==> src/rtl/spi_pkg.sv <==
// Shared types and default widths for the SPI burst controller.
package spi_pkg;

    localparam int ADDR_W_DEF = 7;
    localparam int DATA_W_DEF = 8;

    typedef enum logic [3:0] {
        ST_IDLE,
        ST_CMD,
        ST_LATCH,
        ST_RD_FETCH,
        ST_RD_LOAD,
        ST_RD_SHIFT,
        ST_WR_SHIFT,
        ST_WR_COMMIT,
        ST_DONE
    } spi_state_e;

    function automatic int max_i(input int a, input int b);
        return (a > b) ? a : b;
    endfunction

endpackage

==> src/rtl/spi_bit_counter.sv <==
// SCLK bit counter with clear, increment and terminal-count detect.
// last is high on the increment that reaches target.
module spi_bit_counter #(
    parameter int W = 4
) (
    input  logic         clk,
    input  logic         rst_n,
    input  logic         inc,
    input  logic         clr,
    input  logic [W-1:0] target,
    output logic [W-1:0] count,
    output logic         last
);

    logic [W-1:0] count_q, count_d;

    always_comb begin
        count_d = count_q;
        if (clr) begin
            count_d = '0;
        end else if (inc) begin
            count_d = count_q + W'(1);
        end
    end

    always_ff @(posedge clk or negedge rst_n) begin
        if (!rst_n) begin
            count_q <= '0;
        end else begin
            count_q <= count_d;
        end
    end

    assign count = count_q;
    assign last  = inc && (count_q == (target - W'(1)));

endmodule

==> src/rtl/spi_burst_ctrl.sv <==
// SPI slave frame sequencer: command decode, memory strobes, MISO enable.
// Define SPI_BURST_CTRL_BURST_EN for auto-incrementing multi-word frames.
//
// state        | meaning
// IDLE         | waiting for cs low (after cs has been seen high)
// CMD          | shifting address + rw bits
// LATCH        | capture cmd_addr into mem_addr, decode rw
// RD_FETCH     | memory read latency
// RD_LOAD      | parallel-load shift register from memory
// RD_SHIFT     | shifting read word out on MISO
// WR_SHIFT     | shifting write word in
// WR_COMMIT    | write word into memory
// DONE         | frame complete, ignore SCLK until cs high
module spi_burst_ctrl
    import spi_pkg::*;
#(
    parameter int ADDR_W = ADDR_W_DEF,
    parameter int DATA_W = DATA_W_DEF
) (
    input  logic              clk,
    input  logic              rst_n,
    input  logic              cs,
    input  logic              sclk_pos,
    input  logic              rw,
    input  logic [ADDR_W-1:0] cmd_addr,
    output logic [ADDR_W-1:0] mem_addr,
    output logic              sr_we,
    output logic              dm_we,
    output logic              miso_en,
    output logic              busy,
    output logic              frame_err
);

    localparam int CMD_W = ADDR_W + 1;
    localparam int CNT_W = $clog2(max_i(CMD_W, DATA_W) + 1);

    spi_state_e        state_q, state_d;
    logic [ADDR_W-1:0] mem_addr_q, mem_addr_d;
    logic              sr_we_q, sr_we_d;
    logic              dm_we_q, dm_we_d;
    logic              miso_en_q, miso_en_d;
    logic              busy_q, busy_d;
    logic              frame_err_q, frame_err_d;
    logic              armed_q, armed_d;

    logic              shifting;
    logic              cnt_inc, cnt_clr, cnt_last;
    logic [CNT_W-1:0]  cnt, cnt_target;

    assign shifting   = (state_q == ST_CMD) || (state_q == ST_RD_SHIFT) || (state_q == ST_WR_SHIFT);
    assign cnt_inc    = shifting && sclk_pos && !cs;
    assign cnt_clr    = (state_d != state_q);
    assign cnt_target = (state_q == ST_CMD) ? CNT_W'(CMD_W) : CNT_W'(DATA_W);

    spi_bit_counter #(.W(CNT_W)) u_bit_counter (
        .clk    (clk),
        .rst_n  (rst_n),
        .inc    (cnt_inc),
        .clr    (cnt_clr),
        .target (cnt_target),
        .count  (cnt),
        .last   (cnt_last)
    );

    always_comb begin
        state_d     = state_q;
        mem_addr_d  = mem_addr_q;
        frame_err_d = 1'b0;
        // A frame may only start once cs has been high since reset.
        armed_d     = armed_q | cs;

        if ((state_q != ST_IDLE) && cs) begin
            state_d     = ST_IDLE;
            frame_err_d = shifting && (cnt != '0);
        end else begin
            case (state_q)
                ST_IDLE:      if (!cs && armed_q) state_d = ST_CMD;
                ST_CMD:       if (cnt_last) state_d = ST_LATCH;
                ST_LATCH: begin
                    mem_addr_d = cmd_addr;
                    state_d    = rw ? ST_RD_FETCH : ST_WR_SHIFT;
                end
                ST_RD_FETCH:  state_d = ST_RD_LOAD;
                ST_RD_LOAD:   state_d = ST_RD_SHIFT;
                ST_RD_SHIFT: begin
                    if (cnt_last) begin
`ifdef SPI_BURST_CTRL_BURST_EN
                        mem_addr_d = mem_addr_q + ADDR_W'(1);
                        state_d    = ST_RD_FETCH;
`else
                        state_d    = ST_DONE;
`endif
                    end
                end
                ST_WR_SHIFT:  if (cnt_last) state_d = ST_WR_COMMIT;
                ST_WR_COMMIT: begin
`ifdef SPI_BURST_CTRL_BURST_EN
                    mem_addr_d = mem_addr_q + ADDR_W'(1);
                    state_d    = ST_WR_SHIFT;
`else
                    state_d    = ST_DONE;
`endif
                end
                ST_DONE:      state_d = ST_DONE;
                default:      state_d = ST_IDLE;
            endcase
        end

        sr_we_d   = (state_d == ST_RD_LOAD);
        dm_we_d   = (state_d == ST_WR_COMMIT);
        miso_en_d = (state_d == ST_RD_SHIFT);
        busy_d    = (state_d != ST_IDLE);
    end

    always_ff @(posedge clk or negedge rst_n) begin
        if (!rst_n) begin
            state_q     <= ST_IDLE;
            mem_addr_q  <= '0;
            sr_we_q     <= 1'b0;
            dm_we_q     <= 1'b0;
            miso_en_q   <= 1'b0;
            busy_q      <= 1'b0;
            frame_err_q <= 1'b0;
            armed_q     <= 1'b0;
        end else begin
            state_q     <= state_d;
            mem_addr_q  <= mem_addr_d;
            sr_we_q     <= sr_we_d;
            dm_we_q     <= dm_we_d;
            miso_en_q   <= miso_en_d;
            busy_q      <= busy_d;
            frame_err_q <= frame_err_d;
            armed_q     <= armed_d;
        end
    end

    // Strobes drop in the same cycle cs rises, ahead of the state change.
    assign sr_we     = sr_we_q & ~cs;
    assign dm_we     = dm_we_q & ~cs;
    assign miso_en   = miso_en_q & ~cs;
    assign mem_addr  = mem_addr_q;
    assign busy      = busy_q;
    assign frame_err = frame_err_q;

endmodule
==> config.mk <==
export PLATFORM = sky130hd
export DESIGN_NAME = spi_burst_ctrl
export DESIGN_NICKNAME = d
export VERILOG_FILES = /design/src/rtl/spi_pkg.sv /design/src/rtl/spi_bit_counter.sv /design/src/rtl/spi_burst_ctrl.sv
export SDC_FILE = /design/constraint.sdc
export NUM_CORES = 1
export LEC_CHECK = 0
export CAP_MARGIN = 0
export CELL_PAD_IN_SITES_DETAIL_PLACEMENT = 0
export CELL_PAD_IN_SITES_GLOBAL_PLACEMENT = 1
export CORE_UTILIZATION = 40
export CTS_BUF_LIST = sky130_fd_sc_hd__clkbuf_8
export CTS_CLUSTER_DIAMETER = 80
export CTS_CLUSTER_SIZE = 40
export DETAILED_ROUTE_END_ITERATION = 8
export PLACE_DENSITY = 0.89
export SYNTH_ARGS = -nofsm -noshare
export SYNTH_HDL_FRONTEND = slang
export SYNTH_SLANG_ARGS = --single-unit
export TNS_END_PERCENT = 1
==> constraint.sdc <==
create_clock -name clk -period 1.9 [get_ports clk]
set_clock_uncertainty 0.1 [all_clocks]
set_input_delay 0.38 -clock clk [delete_from_list [all_inputs] [get_ports clk]]
set_output_delay 0.38 -clock clk [all_outputs]
set_load 0.02 [all_outputs]
==> results of run 1 <==
-- routing by layer --
layer | global-route usage (%) | part of all wire [%]
met1 | 25.87 | 43
met2 | 34.55 | 51
met3 | 3.889 | 5.2
met4 | 7.692 | 0.93
met5 | 0 | 0
-- path summary, 6_finish.rpt --
| check | to | slack [ns] | cells past startpoint |
|---|---|---|---|
| max | miso_en_q | 0.05 | 5 |
| max reg2reg | miso_en_q | 0.07 | 5 |
| max in group asynchronous | state_q[2] | 1.11 | 2 |
| min reg2reg | mem_addr[3] | 0.39 | 1 |
| min | armed_q | 0.36 | 2 |
| min in group clk | mem_addr[3] | 0.39 | 1 |
-- flip-flops by register name, indices dropped and copies added (netlist names) --
signal and count:
state_q 4, sr_we_q 1, u_bit_counter.count 4, dm_we_q 1
busy 1, mem_addr 7, frame_err 1, armed_q 1
miso_en_q 1
-- power by group --
part           switching [mW]  leakage [nW]  internal, mW
Combinational          0.0671         0.403        0.0759
Sequential            0.00939         0.273         0.462
Clock                   0.147        0.0255         0.146
Total                   0.223         0.701         0.684
-- cells in the mapped netlist --
cell       instances
or2_1              1
clkbuf_1           1
mux2_1             2
nor3_1             2
nand2_1            5
a21o_1             2
a221oi_1           1
buf_2              3
mux2i_1            3
inv_1              8
or3b_1             1
dfrtp_1           21
nor4_1             6
xnor2_1            4
nand4_1            1
nand4b_1           1
nor2_1             4
and4b_1            1
a211oi_1           2
o211ai_1           1
a21oi_2            1
o31ai_1            2
or2_2              1
nand3b_1           2
ha_1               2
mux2_2             5
o32ai_1            1
a21oi_1            3
o21ai_1            1
nand2b_1           3
nand3_1            3
o22a_1             1
nor2b_1            3
o2111ai_1          1
o21ai_0            2
buf_6              1
nor3_4             1
or4_1              1
-- layout by cell type, fill, tap and decap left out, drive strengths merged, types with 4 or more instances in the layout --
| cell | count |
|---|---|
| dfrtp | 21 |
| clkdlybuf4s50 | 19 |
| buf | 19 |
| inv | 8 |
| mux2 | 7 |
| nor4 | 6 |
| nand2 | 5 |
| nor2 | 4 |
| xnor2 | 4 |
| a21oi | 4 |
-- kinds of logic (layout without fill, tap and decap cells) --
family / Yosys count / in the layout / share of synthesized area, %
AO/OA/AOI/OAI: 18 / 18 / 11.49
XOR/XNOR: 4 / 4 / 3.185
adder cells (fa/ha/maj): 2 / 2 / 2.275
buffers and inverters: 13 / 54 / 5.460
flip-flops: 21 / 21 / 47.78
multiplexers: 10 / 10 / 9.897
AND/OR/NAND/NOR: 36 / 36 / 19.91
-- through the flow --
step / utilization (%) / cell area (µm²) / TNS [ns] / total power [mW] / instances
6_report: 62.09 / 1580 / 0 / 0.9069 / 175
5_1_grt: 62.09 / 1580 / -0.03893 / 0.9485 / 175
4_1_cts: 59.83 / 1523 / -0.03484 / 0.9140 / 172
3_5_place_dp: 57.77 / 1470 / -3.881 / 0.6165 / 168
3_3_place_gp: 57.77 / 1470 / -3.614 / 0.6134 / 168
2_1_floorplan: - / 1100 / 0 / 0.5362 / 104
-- what timing repair did --
| action | in CTS | in global routing |
|---|---|---|
| setup buffers | 0 | 3 |
| setup endpoints to repair | 7 | 9 |
| cloned | 0 | 0 |
| gates resized for setup | 5 | 9 |
| hold buffers | 0 | 0 |
| pin swaps | 0 | 3 |
-- cell type report --
type / instances / share of cell area, %
inverter: 8 / 1.900
timing repair buffer: 42 / 24.31
clock inverter: 1 / 0.3167
tap: 30 / 2.375
sequential: 21 / 33.33
clock buffer: 3 / 2.613
multi-input combinational: 70 / 35.15
==> flow_metrics.py, run 1 <==
metrics = {
    "synthesis": {
        "syn-num-nets": 118,
        "yosys.area.top_type": "dfrtp_1",
        "postSynthAreaPerCell_um2": 10.58,
        "synth_top_area_share_pct": 47.78,
        "synth-seq-area-share_pct": 47.78,
        "syn_area_um2": 1100,
        "yosysWarnings": 0,
        "yosys-top-cells-area": "dfrtp_1 (48%), mux2_2 (5.1%), nor4_1 (3.4%)",
        "ys_ff_latch": 21,
        "synth_cell_types": 38,
        "synthCells": 104,
    },
    "drt": {
        "viasPerCell": 5.600,
        "dr_total_vias": 980,
        "drtIter0Drc": 15,
        "avgRoutedWirePerCell_um": 15.42,
        "drc": 0,
        "drt_pre_antenna_iters": 4,
        "wirelength_mm": 2.698,
        "ant_nets": 0,
    },
    "sta": {
        "setup_viol": 0,
        "max_slew_margin_pct": 79.33,
        "period_share_pct": 97.60,
        "holdWs_ns": 0.3586,
        "max_freq_mhz": 539.2,
        "final_hold_viol_count": 0,
        "worstMarginPinSlew_ns": 0.3100,
        "drv_slew": 0,
        "setup_slack_ns": 0.04554,
        "period_needed_ns": 1.854,
    },
    "placement": {
        "port_buffers": 23,
        "place_congestion": 0.8722,
        "pre_cts_ws_ns": -0.3009,
        "place_hpwl_mm": 1.796,
    },
    "floorplan": {
        "die_w_um": 54.44,
        "core_area_um2": 2545,
        "ios": 24,
        "std_cell_rows": 18,
        "die_area_um2": 2963,
        "die_h_um": 54.44,
        "initial_core_util_pct": 43.22,
    },
    "cells_and_area": {
        "layout-drive-gt1-share_pct": 28.28,
        "final-seq-area_um2": 526.8,
        "nFillCells": 229,
        "n_antenna_cell": 0,
        "syn2layout_area_growth_pct": 43.69,
        "multi_input_area_um2": 555.5,
        "nets": 160,
    },
    "hold_path": {
        "holdCritPathClass": "in -> async",
    },
    "worst_setup_path": {
        "slowest_delay_ns": 0.55,
        "crit_path_start_kind": "primary input",
        "crit_start": "sclk_pos",
        "path_cells": "clkdlybuf4s50_1, nand4b_1, or4_1, a21oi_2, nor3_1",
        "critPathRequiredTime_ns": 1.94,
        "crit_family": "simple AND/OR/NAND/NOR gates",
        "critPathCaptureType": "flop",
        "reg2reg_from": "u_bit_counter.count[1]",
        "crit_type": "in -> reg",
        "cp_max_fo": 4,
        "crit_arrival_ns": 1.90,
        "crit_slowest_cell": "or4_1",
        "worst-path-buf-inv": 1,
    },
    "clocking": {
        "clock_latency_ns": 0.26,
        "clockRootBuffer": "clkbuf_8",
        "htree_levels": 1,
        "clock_sinks": 21,
        "path_clk_slew_ns": 0.08,
        "cts_tree": "yes",
        "clock_path_buffers": 2,
        "numCtsBuffers": 3,
    },
    "power_and_ir_drop": {
        "power-per-cell-area_nw_per_um2": 573.9,
        "ir_worst_vdd_mv": 0.4334,
        "p_leak_nw": 0.7014,
    },
    "grt": {
        "antenna_found_initial": 0,
        "grt_overflow": 0,
        "grt_max_degree": 22,
        "grt_pass1_vias": 950,
        "grt_usage_pct": 20.53,
        "grt_pass1_wl_mm": 4.215,
    },
    "job": {
        "maxCapViolCount": 0,
    },
    "outcome": {
        "outcome": "complete, no violations",
    },
}
(Power assumes the default switching activity.)
==> run 2, diff against run 1 <==
CTS_CLUSTER_DIAMETER = not set   (was 80)
HOLD_SLACK_MARGIN = 0.06   (was not set)
==> results of run 2 <==
Final layout, timing and power as in run 1 (identical DEF).
==> run 3, diff against run 2 <==
CAP_MARGIN = not set   (was 0)
CORE_MARGIN = 8   (was not set)
PLACE_DENSITY = 0.82   (was 0.89)
==> run 3 against run 2 <==
Critical path depth unchanged; critical path type unchanged; worst hold slack gained 0.0013 ns; largest power group unchanged; final cell count shrank 3.4%; sequential power about the same; sequential share of layout area rose by 1.8 points; cell area down 5.5%.
==> flow_metrics.py, run 3 (synthesis results as in run 1) <==
metrics = {
    "cells_and_area": {
        "layout-drive-gt1-share_pct": 18.84,
        "syn2layout_area_growth_pct": 35.84,
        "nets": 153,
        "final_common_cell": "dfrtp_1",
        "largest_reg_flops": 7,
        "n_antenna_cell": 0,
        "final_cell_mix": "dfrtp_1 (21), clkdlybuf4s50_1 (19), buf_4 (11), inv_1 (9)",
    },
    "clocking": {
        "numCtsBuffers": 3,
        "path_clk_slew_ns": 0.08,
        "clock_latency_ns": 0.26,
        "htree_levels": 1,
        "cts_tree": "yes",
        "clock_path_buffers": 2,
        "clock_sinks": 21,
        "clockRootBuffer": "clkbuf_8",
        "hold_buffers": 0,
    },
    "drt": {
        "viasPerCell": 5.331,
        "ant_nets": 0,
        "drtIter0Drc": 57,
        "dr_total_vias": 901,
        "drt_pre_antenna_iters": 4,
        "drc": 0,
        "avgRoutedWirePerCell_um": 14.59,
        "wirelength_mm": 2.465,
    },
    "grt": {
        "grt_usage_pct": 11.54,
        "antenna_found_initial": 0,
        "grt_pass1_wl_mm": 4.084,
        "grt_pass1_vias": 917,
        "grtUsageMet1_pct": 15.03,
        "use_met2_pct": 16.03,
        "grt.busiest_layer": "met2",
        "gr-usage-met3_pct": 4.419,
        "grt_max_degree": 22,
        "grt_overflow": 0,
    },
    "worst_setup_path": {
        "r2r_cells": 5,
        "reg2reg_slack_ns": 0.14,
        "cp_max_fo": 3,
        "reg2reg_from": "u_bit_counter.count[1]",
        "crit_arrival_ns": 1.86,
        "critPathCaptureType": "flop",
        "critPathRequiredTime_ns": 1.96,
        "crit_type": "in -> reg",
        "crit_path_start_kind": "primary input",
        "r2r_end": "miso_en_q",
    },
    "power_and_ir_drop": {
        "ir_worst_vdd_mv": 0.4873,
        "power-per-cell-area_nw_per_um2": 595.0,
        "p_leak_nw": 0.6585,
        "totalPowerFinal_mw": 0.8889,
    },
    "floorplan": {
        "initial_core_util_pct": 40.94,
        "die_area_um2": 4683,
        "die_w_um": 68.44,
        "std_cell_rows": 19,
        "ios": 24,
        "die_h_um": 68.44,
        "core_area_um2": 2686,
    },
    "sta": {
        "final_hold_viol_count": 0,
        "max_freq_mhz": 556.3,
        "period_share_pct": 94.61,
        "drv_slew": 0,
        "setup_viol": 0,
        "max_slew_margin_pct": 62.31,
        "holdWs_ns": 0.3599,
        "worstMarginPinSlew_ns": 0.5594,
        "period_needed_ns": 1.798,
    },
    "job": {
        "maxCapViolCount": 0,
    },
    "outcome": {
        "outcome": "complete, no violations",
    },
    "placement": {
        "place_hpwl_mm": 1.833,
        "place_congestion": 0.8363,
        "port_buffers": 23,
    },
    "hold_path": {
        "holdCritPathClass": "in -> async",
    },
}
==> run 3: worst max path at each step <==
stage	start	end	slack (ns)	cells after the start
CTS	sclk_pos	u_bit_counter.count[2]	0.04	5
detailed placement	cs	u_bit_counter.count[2]	-0.36	6
finish	sclk_pos	u_bit_counter.count[2]	0.10	5
global route	u_bit_counter.count[1]	sr_we_q	-0.007	7
global placement	cs	miso_en_q	-0.32	5
floorplan	state_q[3]	miso_en_q	0.18	5
==> run 3: through the flow <==
step | setup WS (ns) | util [%] | area [µm²] | setup TNS (ns) | std cells
after floorplan | 0.1826 | - | 1100 | 0 | 104
after global placement | -0.3212 | 52.82 | 1419 | -4.215 | 162
after detailed placement | -0.3569 | 52.82 | 1419 | -4.470 | 162
after CTS | 0.04018 | 54.31 | 1459 | 0 | 166
after global routing | -0.007432 | 55.61 | 1494 | -0.007432 | 169
final | 0.1023 | 55.61 | 1494 | 0 | 169
==> run 3: where the power goes <==
group	total [mW]	internal (mW)	switching, mW
Sequential	0.473	0.462	0.0109
Combinational	0.129	0.0676	0.0612
Clock	0.287	0.144	0.143
Total	0.889	0.673	0.215
==> run 3: what timing repair did <==
action                     CTS  global route
setup endpoints to repair    9             3
pin swaps                    0             1
setup buffers                0             3
resized for setup            4             3
==> run 3: layer usage <==
| metal | routed length (µm) | part of all wire [%] |
|---|---|---|
| met1 | 1146 | 46 |
| met2 | 1090 | 44 |
| met3 | 183 | 7.4 |
| met4 | 45 | 1.8 |
| met5 | 0 | 0 |
==> run 3: layout make-up <==
type                       instances  area, µm²
tap                               31      38.79
multi-input combinational         70      526.8
clock inverter                     1      3.754
sequential                        21      525.5
inverter                           8      30.03
timing repair buffer              35      327.8
fill                             242       1192
clock buffer                       3      41.29
==> run 3: critical path: stages <==
cell	delay, ns
clkdlybuf4s50_1	0.49
or3b_1	0.41
a211oi_1	0.29
xnor2_1	0.12
nor4_2	0.17
